==> config.mk <==
export PLATFORM = sky130hd
export DESIGN_NAME = line_buffer_controller_flat
export DESIGN_NICKNAME = d
export VERILOG_FILES = /design/src/rtl/line_buffer_controller_pkg.sv /design/src/rtl/line_buffer_controller_if.sv /design/src/rtl/line_buffer_pos_counter.sv /design/src/rtl/line_buffer_controller.sv /design/src/flat_wrapper.sv
export SDC_FILE = /design/constraint.sdc
export NUM_CORES = 1
export LEC_CHECK = 0
export CORE_UTILIZATION = 50
export DETAILED_ROUTE_END_ITERATION = 10
export MAX_ROUTING_LAYER = met4
export PLACE_DENSITY_LB_ADDON = 0.25
export SLEW_MARGIN = 20
export SYNTH_ARGS = -nofsm -noshare
export SYNTH_HDL_FRONTEND = slang
export SYNTH_HIERARCHICAL = 1
export SYNTH_SLANG_ARGS = --single-unit
==> constraint.sdc <==
create_clock -name clk -period 3.9 [get_ports clk]
set_clock_uncertainty 0.15 [all_clocks]
set_input_delay 0.78 -clock clk [delete_from_list [all_inputs] [get_ports clk]]
set_output_delay 0.78 -clock clk [all_outputs]
set_load 0.1 [all_outputs]
==> src/rtl/line_buffer_controller_pkg.sv <==
// ----------------------------------------------------------------------------
// line_buffer_controller_pkg
// Shared definitions for the line-buffer controller and its datapath:
//   - FSM state encoding
//   - derived geometry helpers (padded width, dilated kernel span,
//     output frame size, number of taps blanked at the first output row)
// ----------------------------------------------------------------------------
package line_buffer_controller_pkg;

    typedef enum logic {
        IDLE = 1'b0,
        RUN  = 1'b1
    } lbc_state_t;

    // Padded frame width: left and right padding columns added.
    function automatic int calc_tw(input int in_width, input int pad_col);
        return in_width + 2 * pad_col;
    endfunction

    // Footprint of a dilated kernel along one axis.
    function automatic int calc_span(input int kernel, input int dilation);
        return dilation * (kernel - 1) + 1;
    endfunction

    function automatic int calc_out_h(input int in_height, input int pad_row, input int w0);
        return in_height + 2 * pad_row - w0 + 1;
    endfunction

    function automatic int calc_out_w(input int tw, input int w1);
        return tw - w1 + 1;
    endfunction

    // Taps that fall into the (never pushed) top padding on the first output
    // row; the datapath uses this to size its blank-injection logic.
    function automatic int calc_blank_taps(input int k0, input int k1,
                                           input int d0, input int p0);
        int n;
        n = 0;
        for (int i = 0; i < k0; i++) begin
            if (i * d0 < p0) n += k1;
        end
        return n;
    endfunction

endpackage

==> src/rtl/line_buffer_controller_if.sv <==
// ----------------------------------------------------------------------------
// line_buffer_controller_if
// Streaming handshake bundle between the controller, the pixel source and
// the window consumer.
//   i_valid/i_ready     : upstream pixel handshake
//   o_valid/o_ready     : downstream window handshake, o_last marks the end
//   shift, is_padding   : datapath advance / inject zero pixel
//   out_blank[NTAPS]    : per-tap mask for the current window
// master = controller side, slave = environment side.
// ----------------------------------------------------------------------------
interface line_buffer_controller_if #(
    parameter int NTAPS = 9
);
    logic             i_valid;
    logic             i_ready;
    logic             o_valid;
    logic             o_ready;
    logic             o_last;
    logic             shift;
    logic             is_padding;
    logic [NTAPS-1:0] out_blank;

    modport master (
        input  i_valid, o_ready,
        output i_ready, o_valid, o_last, shift, is_padding, out_blank
    );

    modport slave (
        output i_valid, o_ready,
        input  i_ready, o_valid, o_last, shift, is_padding, out_blank
    );
endinterface

==> src/rtl/line_buffer_pos_counter.sv <==
// ----------------------------------------------------------------------------
// line_buffer_pos_counter
// Padded-frame position counter (pr = padded row, pc = padded column).
//   clk, rst_n : clock, asynchronous active-low reset
//   load       : restart at (PR_INIT, 0)
//   en         : advance one position, pc wraps TW-1 -> 0 and bumps pr
//   pr, pc     : current position
//   last       : current position is the final pushed one
//   past       : counter has moved beyond the final position
// ----------------------------------------------------------------------------
module line_buffer_pos_counter #(
    parameter int TW      = 8,
    parameter int ROWS    = 8,
    parameter int PR_INIT = 2,
    parameter int PR_W    = 4,
    parameter int PC_W    = 3
) (
    input  logic            clk,
    input  logic            rst_n,
    input  logic            load,
    input  logic            en,
    output logic [PR_W-1:0] pr,
    output logic [PC_W-1:0] pc,
    output logic            last,
    output logic            past
);
    logic [PR_W-1:0] pr_reg, pr_next;
    logic [PC_W-1:0] pc_reg, pc_next;

    always_ff @(posedge clk or negedge rst_n) begin
        if (!rst_n) begin
            pr_reg <= PR_W'(PR_INIT);
            pc_reg <= '0;
        end else begin
            pr_reg <= pr_next;
            pc_reg <= pc_next;
        end
    end

    always_comb begin
        pr_next = pr_reg;
        pc_next = pc_reg;
        if (load) begin
            pr_next = PR_W'(PR_INIT);
            pc_next = '0;
        end else if (en) begin
            if (pc_reg == PC_W'(TW - 1)) begin
                pc_next = '0;
                pr_next = pr_reg + PR_W'(1);
            end else begin
                pc_next = pc_reg + PC_W'(1);
            end
        end
    end

    assign pr   = pr_reg;
    assign pc   = pc_reg;
    assign last = (pr_reg == PR_W'(ROWS - 1)) && (pc_reg == PC_W'(TW - 1));
    assign past = (pr_reg >= PR_W'(ROWS));

endmodule

==> src/rtl/line_buffer_controller.sv <==
// ----------------------------------------------------------------------------
// line_buffer_controller
// Sequences a dilated, padded sliding-window line buffer over one frame.
// Walks the padded frame (top padding rows skipped), requests pixels at real
// positions, injects zeros at padding positions and flags each complete
// window together with a per-tap blank mask for taps that would read the
// unpushed top padding.
//   clk, rst_n  : clock, asynchronous active-low reset
//   start       : frame start pulse (ignored while busy)
//   busy        : frame in progress
//   done        : one-cycle pulse after the last window handshake
//   bus         : streaming handshake bundle (master side)
// ----------------------------------------------------------------------------
module line_buffer_controller
    import line_buffer_controller_pkg::*;
#(
    parameter int IN_WIDTH   = 512,
    parameter int IN_HEIGHT  = 256,
    parameter int KERNEL_0   = 3,
    parameter int KERNEL_1   = 3,
    parameter int DILATION_0 = 2,
    parameter int DILATION_1 = 2,
    parameter int PADDING_0  = 2,
    parameter int PADDING_1  = 2
) (
    input  logic clk,
    input  logic rst_n,
    input  logic start,
    output logic busy,
    output logic done,
    line_buffer_controller_if.master bus
);
    localparam int TW    = calc_tw(IN_WIDTH, PADDING_1);
    localparam int W0    = calc_span(KERNEL_0, DILATION_0);
    localparam int W1    = calc_span(KERNEL_1, DILATION_1);
    localparam int ROWS  = IN_HEIGHT + 2 * PADDING_0;
    localparam int NTAPS = KERNEL_0 * KERNEL_1;
    localparam int PR_W  = $clog2(ROWS + 1);
    localparam int PC_W  = (TW > 1) ? $clog2(TW) : 1;

    lbc_state_t       state_reg, state_next;
    logic             o_valid_reg, o_valid_next;
    logic             o_last_reg, o_last_next;
    logic [NTAPS-1:0] out_blank_reg, out_blank_next;
    logic             done_reg, done_next;

    logic [PR_W-1:0]  pr;
    logic [PC_W-1:0]  pc;
    logic             pos_last, pos_past;
    logic             run, pad_pos, adv, shift_int, win_hit, last_hs;
    logic [NTAPS-1:0] blank_calc;

    line_buffer_pos_counter #(
        .TW      (TW),
        .ROWS    (ROWS),
        .PR_INIT (PADDING_0),
        .PR_W    (PR_W),
        .PC_W    (PC_W)
    ) u_pos (
        .clk   (clk),
        .rst_n (rst_n),
        .load  ((state_reg == IDLE) && start),
        .en    (shift_int),
        .pr    (pr),
        .pc    (pc),
        .last  (pos_last),
        .past  (pos_past)
    );

    assign run     = (state_reg == RUN);
    assign pad_pos = (int'(pc) < PADDING_1) ||
                     (int'(pc) >= PADDING_1 + IN_WIDTH) ||
                     (int'(pr) >= PADDING_0 + IN_HEIGHT);
    // A pending window blocks advancing until the consumer takes it, so the
    // datapath never overwrites a window that is still being presented.
    assign adv       = run && !pos_past && (!o_valid_reg || bus.o_ready);
    assign shift_int = adv && (pad_pos || bus.i_valid);
    assign win_hit   = shift_int && (int'(pr) >= W0 - 1) && (int'(pc) >= W1 - 1);
    assign last_hs   = o_valid_reg && bus.o_ready && o_last_reg;

    // Window top row is pr-(W0-1); kernel row i sits i*DILATION_0 below it.
    // Rows above PADDING_0 were never pushed, so their stale FIFO content
    // must be masked.
    genvar gi;
    generate
        for (gi = 0; gi < NTAPS; gi++) begin : g_blank
            localparam int ROW_OFF = (gi / KERNEL_1) * DILATION_0;
            assign blank_calc[gi] = (int'(pr) - (W0 - 1) + ROW_OFF) < PADDING_0;
        end
    endgenerate

    always_ff @(posedge clk or negedge rst_n) begin
        if (!rst_n) begin
            state_reg     <= IDLE;
            o_valid_reg   <= 1'b0;
            o_last_reg    <= 1'b0;
            out_blank_reg <= '0;
            done_reg      <= 1'b0;
        end else begin
            state_reg     <= state_next;
            o_valid_reg   <= o_valid_next;
            o_last_reg    <= o_last_next;
            out_blank_reg <= out_blank_next;
            done_reg      <= done_next;
        end
    end

    always_comb begin
        state_next     = state_reg;
        done_next      = 1'b0;
        o_valid_next   = o_valid_reg;
        o_last_next    = o_last_reg;
        out_blank_next = out_blank_reg;

        case (state_reg)
            IDLE: if (start) state_next = RUN;
            RUN: begin
                if (last_hs) begin
                    state_next = IDLE;
                    done_next  = 1'b1;
                end
            end
            default: state_next = IDLE;
        endcase

        if (o_valid_reg && bus.o_ready) begin
            o_valid_next = 1'b0;
            o_last_next  = 1'b0;
        end
        // A newly completed window takes priority over the consumer clear.
        if (win_hit) begin
            o_valid_next   = 1'b1;
            o_last_next    = pos_last;
            out_blank_next = blank_calc;
        end
    end

    assign busy           = run;
    assign done           = done_reg;
    assign bus.i_ready    = adv && !pad_pos;
    assign bus.shift      = shift_int;
    assign bus.is_padding = run && pad_pos;
    assign bus.o_valid    = o_valid_reg;
    assign bus.o_last     = o_last_reg;
    assign bus.out_blank  = out_blank_reg;

endmodule

==> src/flat_wrapper.sv <==
// flat-port wrapper written by rule: the top's interface ports become plain ports
module line_buffer_controller_flat import line_buffer_controller_pkg::*;
#(
    parameter int IN_WIDTH   = 512,
    parameter int IN_HEIGHT  = 256,
    parameter int KERNEL_0   = 3,
    parameter int KERNEL_1   = 3,
    parameter int DILATION_0 = 2,
    parameter int DILATION_1 = 2,
    parameter int PADDING_0  = 2,
    parameter int PADDING_1  = 2
)
  (clk, rst_n, start, busy, done, bus_i_valid, bus_o_ready, bus_i_ready, bus_o_valid, bus_o_last, bus_shift, bus_is_padding, bus_out_blank);
  line_buffer_controller_if bus_i ();
  input  logic clk;
  input  logic rst_n;
  input  logic start;
  output logic busy;
  output logic done;
  input wire logic [$bits(bus_i.i_valid)-1:0] bus_i_valid;
  input wire logic [$bits(bus_i.o_ready)-1:0] bus_o_ready;
  output wire logic [$bits(bus_i.i_ready)-1:0] bus_i_ready;
  output wire logic [$bits(bus_i.o_valid)-1:0] bus_o_valid;
  output wire logic [$bits(bus_i.o_last)-1:0] bus_o_last;
  output wire logic [$bits(bus_i.shift)-1:0] bus_shift;
  output wire logic [$bits(bus_i.is_padding)-1:0] bus_is_padding;
  output wire logic [$bits(bus_i.out_blank)-1:0] bus_out_blank;
  assign bus_i.i_valid = bus_i_valid;
  assign bus_i.o_ready = bus_o_ready;
  assign bus_i_ready = bus_i.i_ready;
  assign bus_o_valid = bus_i.o_valid;
  assign bus_o_last = bus_i.o_last;
  assign bus_shift = bus_i.shift;
  assign bus_is_padding = bus_i.is_padding;
  assign bus_out_blank = bus_i.out_blank;
  line_buffer_controller #(.IN_WIDTH(IN_WIDTH), .IN_HEIGHT(IN_HEIGHT), .KERNEL_0(KERNEL_0), .KERNEL_1(KERNEL_1), .DILATION_0(DILATION_0), .DILATION_1(DILATION_1), .PADDING_0(PADDING_0), .PADDING_1(PADDING_1)) u_core (.clk(clk), .rst_n(rst_n), .start(start), .busy(busy), .done(done), .bus(bus_i));
endmodule
==> results of run 1 <==
cells by family (layout without fill, tap and decap cells):
kind of cell             Yosys count  count (layout)  share of synthesized area (%)
AO/OA/AOI/OAI                     50              50                          16.42
multiplexers                       3               3                          2.029
adder cells (fa/ha/maj)            6               6                          3.805
buffers and inverters             29              38                          7.419
flip-flops                        26              26                          33.04
XOR/XNOR                           7               7                          3.107
AND/OR/NAND/NOR                  110             110                          34.18
through the flow:
| step | hold WS [ns] | instance area [um^2] | setup slack [ns] | util (%) | instances |
|---|---|---|---|---|---|
| global route | 0.4382 | 2233 | 0.2723 | 60.10 | 288 |
| detailed placement | 0.3818 | 2162 | 0.6787 | 58.18 | 284 |
| finish | 0.3990 | 2233 | 0.3732 | 60.10 | 288 |
| floorplan | 0.3344 | 1976 | 0.1862 | - | 231 |
| CTS | 0.4107 | 2233 | 0.3824 | 60.10 | 288 |
| global placement | 0.3808 | 2162 | 0.7342 | 58.18 | 284 |
final timing paths:
check / start / endpoint / slack [ns]
max in group asynchronous: rst_n / u_core/u_pos/pr[1]$_DFFE_PN1P_ / 2.57
setup reg to reg: u_core/u_pos/pc[4]$_DFFE_PN0P_ / u_core/u_pos/pr[5]$_DFFE_PN0P_ / 0.61
hold / removal: u_core/bus.o_valid$_DFFE_PN0P_ / u_core/bus.o_valid$_DFFE_PN0P_ / 0.40
min in group asynchronous: rst_n / u_core/done$_DFF_PN0_ / 0.72
setup / recovery: u_core/u_pos/pc[4]$_DFFE_PN0P_ / bus_shift / 0.37
hold reg to reg: u_core/bus.o_valid$_DFFE_PN0P_ / u_core/bus.o_valid$_DFFE_PN0P_ / 0.40
cells in the mapped netlist (all sizes together), types with 7 or more instances:
cell,instances,area (um^2)
nand3,9,45.04
a21oi,16,80.08
inv,10,37.54
clkbuf,10,37.54
o21ai,10,50.05
nor3,11,55.05
o31ai,7,52.55
or4,9,75.07
nand2,13,48.80
nand2b,7,43.79
dfrtp,25,625.6
nor2,15,56.30
buf,9,71.31
layer usage:
layer / routed length (um) / part of all wire (%)
met1: 2101 / 50
met2: 1973 / 47
met3: 114 / 2.7
met4: 39 / 0.92
met5: 0 / 0
tightest hold or removal path, cell delays in order (launching register included):
cell and delay, ns:
dfrtp_1 0.38, nand2b_1 0.08, nand2_1 0.06
final cells by class:
type,count,area [um^2],area share (%)
well taps,48,60.06,2.689
clock buffers,3,41.29,1.849
multi-input cells,176,1177,52.72
inverters,10,37.54,1.681
repair buffers,24,235.2,10.53
clock inverters,1,30.03,1.345
flip-flops and latches,26,651.9,29.19
==> impl_metrics.env, run 1 <==
export IMPL_critPathSlowestCell="or4_4"
export IMPL_wl_per_cell_um=14.68
export IMPL_first_pass_iters=4
export IMPL_timing_final_crit_share_pct=90.43
export IMPL_die_h_um=64.82
export IMPL_grt_ovfl_total=0
export IMPL_htreeDepth=1
export IMPL_required_ns=2.97
export IMPL_initialDrtViolationCount=204
export IMPL_clock_path_buffers=2
export IMPL_cp_cell_sequence="or4_4 -> or3_1 -> and4b_4 -> nor2_2 -> buf_12"
export IMPL_grt_setup_unrepaired="no"
export IMPL_netlist_instances=231
export IMPL_routed_wl_mm=4.228
export IMPL_core_area_um2=3716
export IMPL_grt_antenna_before_repair=0
export IMPL_use_met1_pct=30.92
export IMPL_ctsResizeCount=0
export IMPL_fmax_mhz=283.5
export IMPL_yosysSeqAreaShare_pct=33.04
export IMPL_synth_ff_type="dfrtp_1"
export IMPL_pin_count=21
export IMPL_final_nets=252
export IMPL_hold_viol=0
export IMPL_grt_pass1_vias=1587
export IMPL_mostFrequentLayoutCells="25 x dfrtp_1, 17 x clkdlybuf4s50_1, 16 x a21oi_1"
export IMPL_clk_pin_slew_ns=0.09
export IMPL_synthDistinctLibCells=50
export IMPL_portBuffers=20
export IMPL_setup_viol=0
export IMPL_slew_violations=0
export IMPL_synth_cell_area_um2=1973
export IMPL_final_layout_size_suffix_gt1_share_pct=10.42
export IMPL_globalplace_congestion=0.8872
export IMPL_drc_errors=0
export IMPL_ys_ff_latch=26
export IMPL_crit_buf_inv=1
export IMPL_vias_per_cell=5.969
export IMPL_outcome="finished clean"
export IMPL_cts_made_buffers=3
export IMPL_core_rowCount=22
export IMPL_die_area_um2=4202
export IMPL_rr_worst_depth=7
export IMPL_cts_tree="done"
export IMPL_syn_area_per_cell_um2=8.542
export IMPL_cp_end_kind="output port"
export IMPL_ys_async_sr_fraction_pct=100.0
export IMPL_mostFrequentLayoutCell="dfrtp_1"
export IMPL_numClockSinks=26
export IMPL_hp_class="reg -> reg"
export IMPL_antenna_diode_count=0
export IMPL_hold_depth=2
export IMPL_crit_fanout=11
export IMPL_post_cts_buffers=0
export IMPL_synth_nets=242
export IMPL_crit_cells=5
export IMPL_ys_warnings_count=6
export IMPL_critPathArrivalTime_ns=2.60
export IMPL_tns_ns=0
export IMPL_critical_path_top_delay_family="simple AND/OR/NAND/NOR gates"
export IMPL_criticalPathCategory="reg -> out"
export IMPL_final_fill_count=340
export IMPL_grt_met2_usage_pct=35.29
export IMPL_grt_pass1_wl_mm=7.265
export IMPL_dpl_hpwl_mm=2.916
export IMPL_gr_max_usage_layer="met2"
export IMPL_start_util_pct=53.10
export IMPL_syn2layout_area_growth_pct=13.19
export IMPL_clk_latency_ns=0.27
export IMPL_detail_route_antenna_nets=0
export IMPL_vias=1719
export IMPL_grtUsageMet3_pct=2.641
export IMPL_grt_usage_pct=22.53
export IMPL_critical_path_max_stage_delay_ns=0.57
export IMPL_grt_max_degree=27
export IMPL_min_period_ns=3.527
export IMPL_cts_root_buffer="clkbuf_8"
export IMPL_startpoint_type="flip-flop"
export IMPL_die_x_um=64.82
export IMPL_synth_edf_count=0
export IMPL_hold_buffers=0
export IMPL_maxCapViolCount=0
export IMPL_tightest_slew_ns=0.9702
export IMPL_max_slew_margin_pct=35.12
export IMPL_largest_reg_flops=10
Power of run 1 is left out: the tool's default activity adds up to more than one toggle a clock period on the data nets, which glitch-free logic cannot reach.
==> inputs of run 2 (changes only) <==
--- a/config.mk
+++ b/config.mk
@@ -5,7 +5,7 @@
 export SDC_FILE = /design/constraint.sdc
 export NUM_CORES = 1
 export LEC_CHECK = 0
-export CORE_UTILIZATION = 50
+export CORE_UTILIZATION = 30
 export DETAILED_ROUTE_END_ITERATION = 10
 export MAX_ROUTING_LAYER = met4
 export PLACE_DENSITY_LB_ADDON = 0.25
==> run 2 against run 1 <==
Cell area grew 0.56%. Setup slack got worse by 0.11 ns. Die area is 64% higher. Largest cell class unchanged.
==> impl_metrics.env, run 2 (same netlist as run 1, synthesis figures left out) <==
export IMPL_pin_count=21
export IMPL_grt_pass1_vias=1642
export IMPL_cts_made_buffers=3
export IMPL_multiInputGateArea_um2=1177
export IMPL_globalplace_congestion=0.7841
export IMPL_required_ns=2.97
export IMPL_tightest_slew_ns=0.9646
export IMPL_core_rowCount=29
export IMPL_seqCellArea_um2=651.9
export IMPL_criticalPathCategory="reg -> out"
export IMPL_final_layout_size_suffix_gt1_share_pct=10.04
export IMPL_maxCapViolCount=0
export IMPL_place_area_um2=2191
export IMPL_grt_setup_unrepaired="no"
export IMPL_detail_route_antenna_nets=0
export IMPL_grt_usage_pct=14.48
export IMPL_timing_final_ws_setup_ns=0.2658
export IMPL_portBuffers=20
export IMPL_dpl_hpwl_mm=3.196
export IMPL_final_nets=251
export IMPL_die_h_um=83.10
export IMPL_mostFrequentLayoutCell="dfrtp_1"
export IMPL_htreeDepth=1
export IMPL_cts_root_buffer="clkbuf_8"
export IMPL_initialDrtViolationCount=189
export IMPL_vias=1738
export IMPL_min_period_ns=3.634
export IMPL_hold_slack_ns=0.4175
export IMPL_start_util_pct=31.07
export IMPL_largest_reg_flops=10
export IMPL_clk_pin_slew_ns=0.09
export IMPL_place_ws_ns=0.5421
export IMPL_wl_per_cell_um=14.47
export IMPL_slew_violations=0
export IMPL_routed_wl_mm=4.574
export IMPL_die_x_um=83.10
export IMPL_tns_ns=0
export IMPL_fmax_mhz=275.2
export IMPL_grt_pass1_wl_mm=8.107
export IMPL_clock_path_buffers=2
export IMPL_grt_ovfl_total=0
export IMPL_cts_tree="done"
export IMPL_ctsResizeCount=0
export IMPL_drc_errors=0
export IMPL_hold_buffers=0
export IMPL_first_pass_iters=4
export IMPL_hold_viol=0
export IMPL_clk_latency_ns=0.27
export IMPL_numClockSinks=26
export IMPL_crit_fanout=16
export IMPL_cp_end_kind="output port"
export IMPL_grt_max_degree=27
export IMPL_antenna_diode_count=0
export IMPL_timing_final_crit_share_pct=93.19
export IMPL_setup_viol=0
export IMPL_syn2layout_area_growth_pct=13.82
export IMPL_core_area_um2=6350
export IMPL_post_cts_buffers=0
export IMPL_hp_class="reg -> reg"
export IMPL_critPathArrivalTime_ns=2.70
export IMPL_vias_per_cell=5.500
export IMPL_max_slew_margin_pct=35.49
export IMPL_outcome="finished clean"
export IMPL_startpoint_type="flip-flop"
export IMPL_die_area_um2=6906
export IMPL_final_fill_count=638
export IMPL_mostFrequentLayoutCells="25 x dfrtp_1, 17 x clkdlybuf4s50_1, 16 x a21oi_1"
export IMPL_finish_instance_area_um2=2246
export IMPL_grt_antenna_before_repair=0
-- run 2: cell count changes in the layout (fill, tap and decap cells not counted), sizes merged --
cell    before  now
buf          7    6
bufinv       1    0
clkbuf       3    4
-- run 2: worst paths after layout --
check                                               startpoint                                  end  slack, ns  cells past startpoint
max                             u_core/u_pos/pc[4]$_DFFE_PN0P_                            bus_shift       0.27                      5
min                        u_core/bus.out_blank[5]$_DFFE_PN0P_  u_core/bus.out_blank[5]$_DFFE_PN0P_       0.42                      1
max reg2reg                     u_core/u_pos/pc[4]$_DFFE_PN0P_       u_core/u_pos/pr[5]$_DFFE_PN0P_       0.48                      7
min reg2reg                u_core/bus.out_blank[5]$_DFFE_PN0P_  u_core/bus.out_blank[5]$_DFFE_PN0P_       0.42                      1
max in group asynchronous                                rst_n       u_core/u_pos/pr[1]$_DFFE_PN1P_       2.57                      2
min in group asynchronous                                rst_n       u_core/u_pos/pc[0]$_DFFE_PN0P_       0.73                      2
-- run 2: area by class of cell --
type	instances	area share (%)
clock buffer	4	2.451
inverter	10	1.671
multi-input combinational	176	52.42
sequential	26	29.03
tap	77	4.290
timing repair buffer	23	10.14
-- run 2: worst max-delay path, stage by stage (launching register included) --
cell,delay (ns)
dfrtp_1,0.47
or4_4,0.57
or3_1,0.38
and4b_4,0.23
nor2_2,0.52
buf_12,0.26
-- run 2: routing by layer --
metal  up-vias  routed length (um)  global-route usage [%]  part of all wire (%)
met5         -                   0                       -                     0
met4         0                  25                   2.665                  0.55
met3         2                 155                   2.286                   3.4
met2        35                2021                   22.21                    44
met1       830                2373                   20.34                    52
li1        871                   -                       -                     -
-- run 2: metrics by stage --
step,std cells,util [%]
6_report,316,35.37
5_1_grt,316,35.37
4_1_cts,316,35.37
3_5_place_dp,312,34.50
3_3_place_gp,312,34.50
2_1_floorplan,231,-
Power of run 2 is left out for the same reason.
==> inputs of run 3 (changes only) <==
--- a/config.mk
+++ b/config.mk
@@ -5,8 +5,9 @@
 export SDC_FILE = /design/constraint.sdc
 export NUM_CORES = 1
 export LEC_CHECK = 0
-export CORE_UTILIZATION = 30
+export CORE_UTILIZATION = 50
 export DETAILED_ROUTE_END_ITERATION = 10
+export HOLD_SLACK_MARGIN = 0.08
 export MAX_ROUTING_LAYER = met4
 export PLACE_DENSITY_LB_ADDON = 0.25
 export SLEW_MARGIN = 20
==> results of run 3 <==
The final DEF is identical to that of run 1; final timing and power are the same.
Power of run 3 is left out for the same reason.
